$ cat src/rtl/clk_rst_seq.sv
// clk_rst_seq: divide-by-(cfg+1) clock-enable strobe, stretched downstream reset with
// reconfiguration sequenced through reset, and heartbeat. Optional macro: CLK_RST_SEQ_CFG_LOCK_EN.
module clk_rst_seq #(
  parameter int CFG_W      = 8,
  parameter int RST_CYCLES = 65535,
  parameter int RST_W      = 16,
  parameter int HB_PERIOD  = 12000000,
  parameter int HB_W       = 24
) (
  input  logic             clk,
  input  logic             rst,
  input  logic [CFG_W-1:0] cfg_in,
  output logic             clk_en,
  output logic             div_phase,
  output logic             rst_out,
  output logic             hb,
  output logic [CFG_W-1:0] cfg_active
);

  localparam logic [RST_W-1:0] STRETCH_LAST = RST_W'(RST_CYCLES - 1);
  localparam logic [HB_W-1:0]  HB_LAST      = HB_W'(HB_PERIOD - 1);

  typedef enum logic [1:0] {
    ST_STRETCH,
    ST_RUN,
    ST_DRAIN
  } state_t;

  state_t           state;
  logic [CFG_W-1:0] cfg_meta;
  logic [CFG_W-1:0] cfg_sync;
  logic [CFG_W-1:0] div_cnt;
  logic [CFG_W-1:0] div_cnt_nxt;
  logic [RST_W-1:0] stretch_cnt;
  logic [HB_W-1:0]  hb_cnt;
  logic             cfg_diff;
  logic             run_reconfig;
  logic             period_end;
  logic             stretch_done;
  logic             drain_done;
  logic             clk_en_nxt;

  // A switch moving between bits can present a torn value for one cycle; DRAIN abandons
  // cleanly when the value settles back before the period ends.
  // NOTE: sequential state uses non-blocking (<=) so every flop samples pre-edge values.
  always_ff @(posedge clk) begin
    if (rst) begin
      cfg_meta <= '0;
      cfg_sync <= '0;
    end else begin
      cfg_meta <= cfg_in;
      cfg_sync <= cfg_meta;
    end
  end

  assign cfg_diff = (cfg_sync != cfg_active);

`ifdef CLK_RST_SEQ_CFG_LOCK_EN
  assign run_reconfig = 1'b0;
`else
  assign run_reconfig = cfg_diff;
`endif

  assign period_end   = (div_cnt == cfg_active);
  assign div_cnt_nxt  = period_end ? '0 : div_cnt + CFG_W'(1);
  assign stretch_done = (state == ST_STRETCH) && !cfg_diff && (stretch_cnt == STRETCH_LAST);
  assign drain_done   = (state == ST_DRAIN) && cfg_diff && period_end;

  // Next-cycle strobe, shared by the output register, div_phase and the heartbeat.
  always_comb begin
    // NOTE: default assignment first so no path through this block can infer a latch.
    clk_en_nxt = 1'b0;
    case (state)
      ST_STRETCH:       clk_en_nxt = stretch_done && (cfg_active == '0);
      ST_RUN, ST_DRAIN: clk_en_nxt = !drain_done && (div_cnt_nxt == cfg_active);
      default:          clk_en_nxt = 1'b0;
    endcase
  end

  always_ff @(posedge clk) begin
    if (rst) begin
      state       <= ST_STRETCH;
      stretch_cnt <= '0;
      div_cnt     <= '0;
      cfg_active  <= '0;
      rst_out     <= 1'b1;
      clk_en      <= 1'b0;
      div_phase   <= 1'b0;
    end else begin
      clk_en    <= clk_en_nxt;
      div_phase <= drain_done ? 1'b0 : (div_phase ^ clk_en_nxt);
      case (state)
        ST_STRETCH: begin
          div_cnt <= '0;
          if (cfg_diff) begin
            cfg_active  <= cfg_sync;
            stretch_cnt <= '0;
          end else if (stretch_done) begin
            state   <= ST_RUN;
            rst_out <= 1'b0;
          end else begin
            stretch_cnt <= stretch_cnt + RST_W'(1);
          end
        end
        ST_RUN: begin
          div_cnt <= div_cnt_nxt;
          if (run_reconfig) state <= ST_DRAIN;
        end
        ST_DRAIN: begin
          // The strobe of the closing period has already been issued when drain_done fires.
          if (drain_done) begin
            state       <= ST_STRETCH;
            cfg_active  <= cfg_sync;
            rst_out     <= 1'b1;
            stretch_cnt <= '0;
            div_cnt     <= '0;
          end else begin
            div_cnt <= div_cnt_nxt;
            if (!cfg_diff) state <= ST_RUN;
          end
        end
        default: begin
          state       <= ST_STRETCH;
          rst_out     <= 1'b1;
          stretch_cnt <= '0;
          div_cnt     <= '0;
        end
      endcase
    end
  end

  // Heartbeat survives reconfiguration; only rst clears it.
  always_ff @(posedge clk) begin
    if (rst) begin
      hb_cnt <= '0;
      hb     <= 1'b0;
    end else if (clk_en_nxt) begin
      if (hb_cnt == HB_LAST) begin
        hb_cnt <= '0;
        hb     <= ~hb;
      end else begin
        hb_cnt <= hb_cnt + HB_W'(1);
      end
    end
  end

endmodule

$ cat config.mk
export PLATFORM = sky130hd
export DESIGN_NAME = clk_rst_seq
export DESIGN_NICKNAME = d
export VERILOG_FILES = /design/src/rtl/clk_rst_seq.sv
export SDC_FILE = /design/constraint.sdc
export NUM_CORES = 1
export LEC_CHECK = 0
export CAP_MARGIN = 20
export CORE_MARGIN = 1
export CORE_UTILIZATION = 34
export CTS_CLUSTER_SIZE = 20
export DETAILED_ROUTE_END_ITERATION = 10
export PLACE_DENSITY_LB_ADDON = 0.25
export SYNTH_ARGS = -nofsm -noshare
export SYNTH_HDL_FRONTEND = slang
export SYNTH_SLANG_ARGS = --single-unit
$ cat constraint.sdc
create_clock -name clk -period 7.15 [get_ports clk]
set_clock_uncertainty 0.2 [all_clocks]
set_input_delay 1.43 -clock clk [delete_from_list [all_inputs] [get_ports clk]]
set_output_delay 1.43 -clock clk [all_outputs]
set_load 0.02 [all_outputs]
==> impl_metrics.ini <==
[grt]
antenna_found_initial = 0
grt.total_usage = 0.159
use_met2 = 0.264
grt.overflow.total = 0
grt_max_degree = 57
grt_pass1_vias = 3356
use_met3 = 0.0365
gr-usage-met1 = 0.198
gr-max-usage-layer = met2
grt_pass1_wl_mm = 16.1

[cts]
root_buffer = clkbuf_16
h-tree-depth = 3
cts.clk_slew.worst_paths_ns = 0.07
cts_max_path_buffers = 2
post_cts_buffers = 0
clock_latency_ns = 0.34
cts_hold_buf = 0
numCtsBuffers = 9
cts-resized-gates = 0
cts_tree = yes
cts.sinks = 78

[routing]
drt_first_pass_iters = 9
drc = 1
via_per_inst = 5.41
vias = 3508
ant_nets = 0
dr.first_iter.drc_count = 196
wl_mm = 9.26
wl_per_cell_um = 14.3

[logic_synthesis]
synth_top_area_share = 0.381
ys.flop_type = dfxtp_1
synth.cells.most_frequent = 78 x dfxtp_1, 58 x nor2_1, 37 x a21oi_1
seq_area_frac_synth = 0.381
ys_ff_latch = 78
synthArstFlopShare = 0
synth_area_leaders = dfxtp_1 38%, nor2_1 5.3%, a21oi_1 4.5%, xor2_1 4.1%, xnor2_1 3.2%
postSynthCellCount = 492
synth_fp_nets = 510
synth_edf_count = 0
yosysUniqueCellTypes = 53
synth.avg_cell_area_um2 = 8.33
yosysMostFrequentCell = dfxtp_1
yosys.area.top_type = dfxtp_1
synth_warnings = 0
syn-cell-area_um2 = 4100

[layout]
final_layout_size_suffix_gt1_frac = 0.0632
nNetsFinal = 519
antenna_cells = 0
area_delta_synth_final_pct = 14.9

[critical_path]
ff2ff_setup_slack_ns = 3.76
r2r-end = hb_cnt[21]
crit_top_cell = a21oi_1
rr_startpoint = div_cnt[0]
worstRegToRegCells = 9
end_kind = register
setup.worst_path.start_class = register
path_max_fanout = 9
arrival_ns = 3.46
cp_slowest_cell = o32ai_2
crit_chain = ha_1, nand3_1, xor2_1, or4bb_1, a21oi_1, o22ai_2, o32ai_2, or4b_1, a21oi_1
crit_type = reg -> reg
cp-startpoint = div_cnt[0]
critPathRequiredTime_ns = 7.22
crit_path_max_incr_delay_ns = 0.64

[floorplan]
num_rows = 39
die_h_um = 112
ioPinCount = 22
die-area_um2 = 12500
core_area_um2 = 11600
start_util = 0.354
die_w_um = 112

[power_and_ir_drop]
totalPowerFinal_mw = 1.36
vdd.ir_drop.worst_mv = 0.113
power.density_nw_per_um2 = 288
leakage_nw = 1.58

[sta]
worst_pin_slew_ns = 1.06
max_freq_ghz = 0.295
finalSetupViolations = 0
whs_ns = 0.235
max_slew_margin = 0.297
finalHoldViolCount = 0
min_period_over_period = 0.475
finalMaxSlewViolations = 0
rsz0062_at_grt = no
period_minus_slack_ns = 3.39
fin_setup_tns_ns = 0

[run]
cap_viol_max_count = 0

[outcome]
status = complete, but fails checks
violations = DRC

[min_path]
hold_depth = 1
hold_start = cfg_meta[6]
hold_path_end = cfg_sync[6]
min-delay-path-class = reg -> reg

[placement]
dpl.hpwl_mm = 6.43
io_buffers = 21
gp_congestion = 0.849
where the power goes:
group	switching [mW]	internal, mW	total [mW]
logic	0.250	0.141	0.391
registers	0.0279	0.459	0.487
clock network	0.200	0.279	0.479
total	0.477	0.880	1.36
placed cells by master (no fill, tap or decap), types with 18 or more instances in the layout:
cell and n:
dfxtp_1 78, nor2_1 58, a21oi_1 37, nand2_1 31, o21ai_0 24, clkdlybuf4s50_1 20, xor2_1 19, nor3_1 19
nand3_1 19, nor2b_1 19, inv_1 18
final cells by class:
class,instances,area [um^2]
Fill cell,1149,6860
Multi-Input combinational cell,371,2370
Sequential cell,78,1560
Clock buffer,9,225
Timing Repair Buffer,23,220
Tap cell,143,179
Clock inverter,7,88.8
Inverter,18,67.6
sequential cells by signal, indices dropped and copies added, names as in the netlist:
signal,flops
stretch_cnt,16
hb_cnt,24
div_phase,1
div_cnt,8
state,2
rst_out,1
clk_en,1
hb,1
cfg_sync,8
cfg_meta,8
cfg_active,8
cells by family (layout without fill, tap and decap cells):
logic type / after synthesis / in the layout / share of synthesized area
and+or+nand+nor: 220 / 220 / 0.294
AOI/OAI and AO/OA: 98 / 98 / 0.154
DFF: 78 / 78 / 0.381
buffers and inverters: 43 / 57 / 0.0430
xor gates and xnor gates: 35 / 35 / 0.0784
muxes: 10 / 10 / 0.0244
adders and majority gates: 8 / 8 / 0.0244
through the flow:
step / instance area (um^2) / util / std cells / worst slack, ns
finish: 4710 / 0.407 / 649 / 3.76
global route: 4710 / 0.407 / 649 / 3.48
CTS: 4710 / 0.407 / 649 / 3.74
detailed placement: 4400 / 0.380 / 633 / 3.78
global placement: 4400 / 0.380 / 633 / 3.84
floorplan: 4100 / - / 492 / 4.08
worst max-delay path by stage:
stage                      end  slack, ns
global placement            hb       3.84
floorplan            hb_cnt[0]       4.08
finish              hb_cnt[21]       3.76
detailed placement          hb       3.78
CTS                         hb       3.74
global route                hb       3.48
metal layers:
layer	vias up	wire (um)
li1	1771	-
met1	1654	4310
met2	65	4440
met3	18	310
met4	0	198
met5	-	0
critical path, delay by kind of cell, from the launching register on:
kind	cells	cell delay, ns
xor+xnor	1	0.19
fa+ha+maj	1	0.25
flops	1	0.45
compound gates	4	1.11
simple gates	3	1.10
Note: power is estimated with default switching activity, not from simulation.
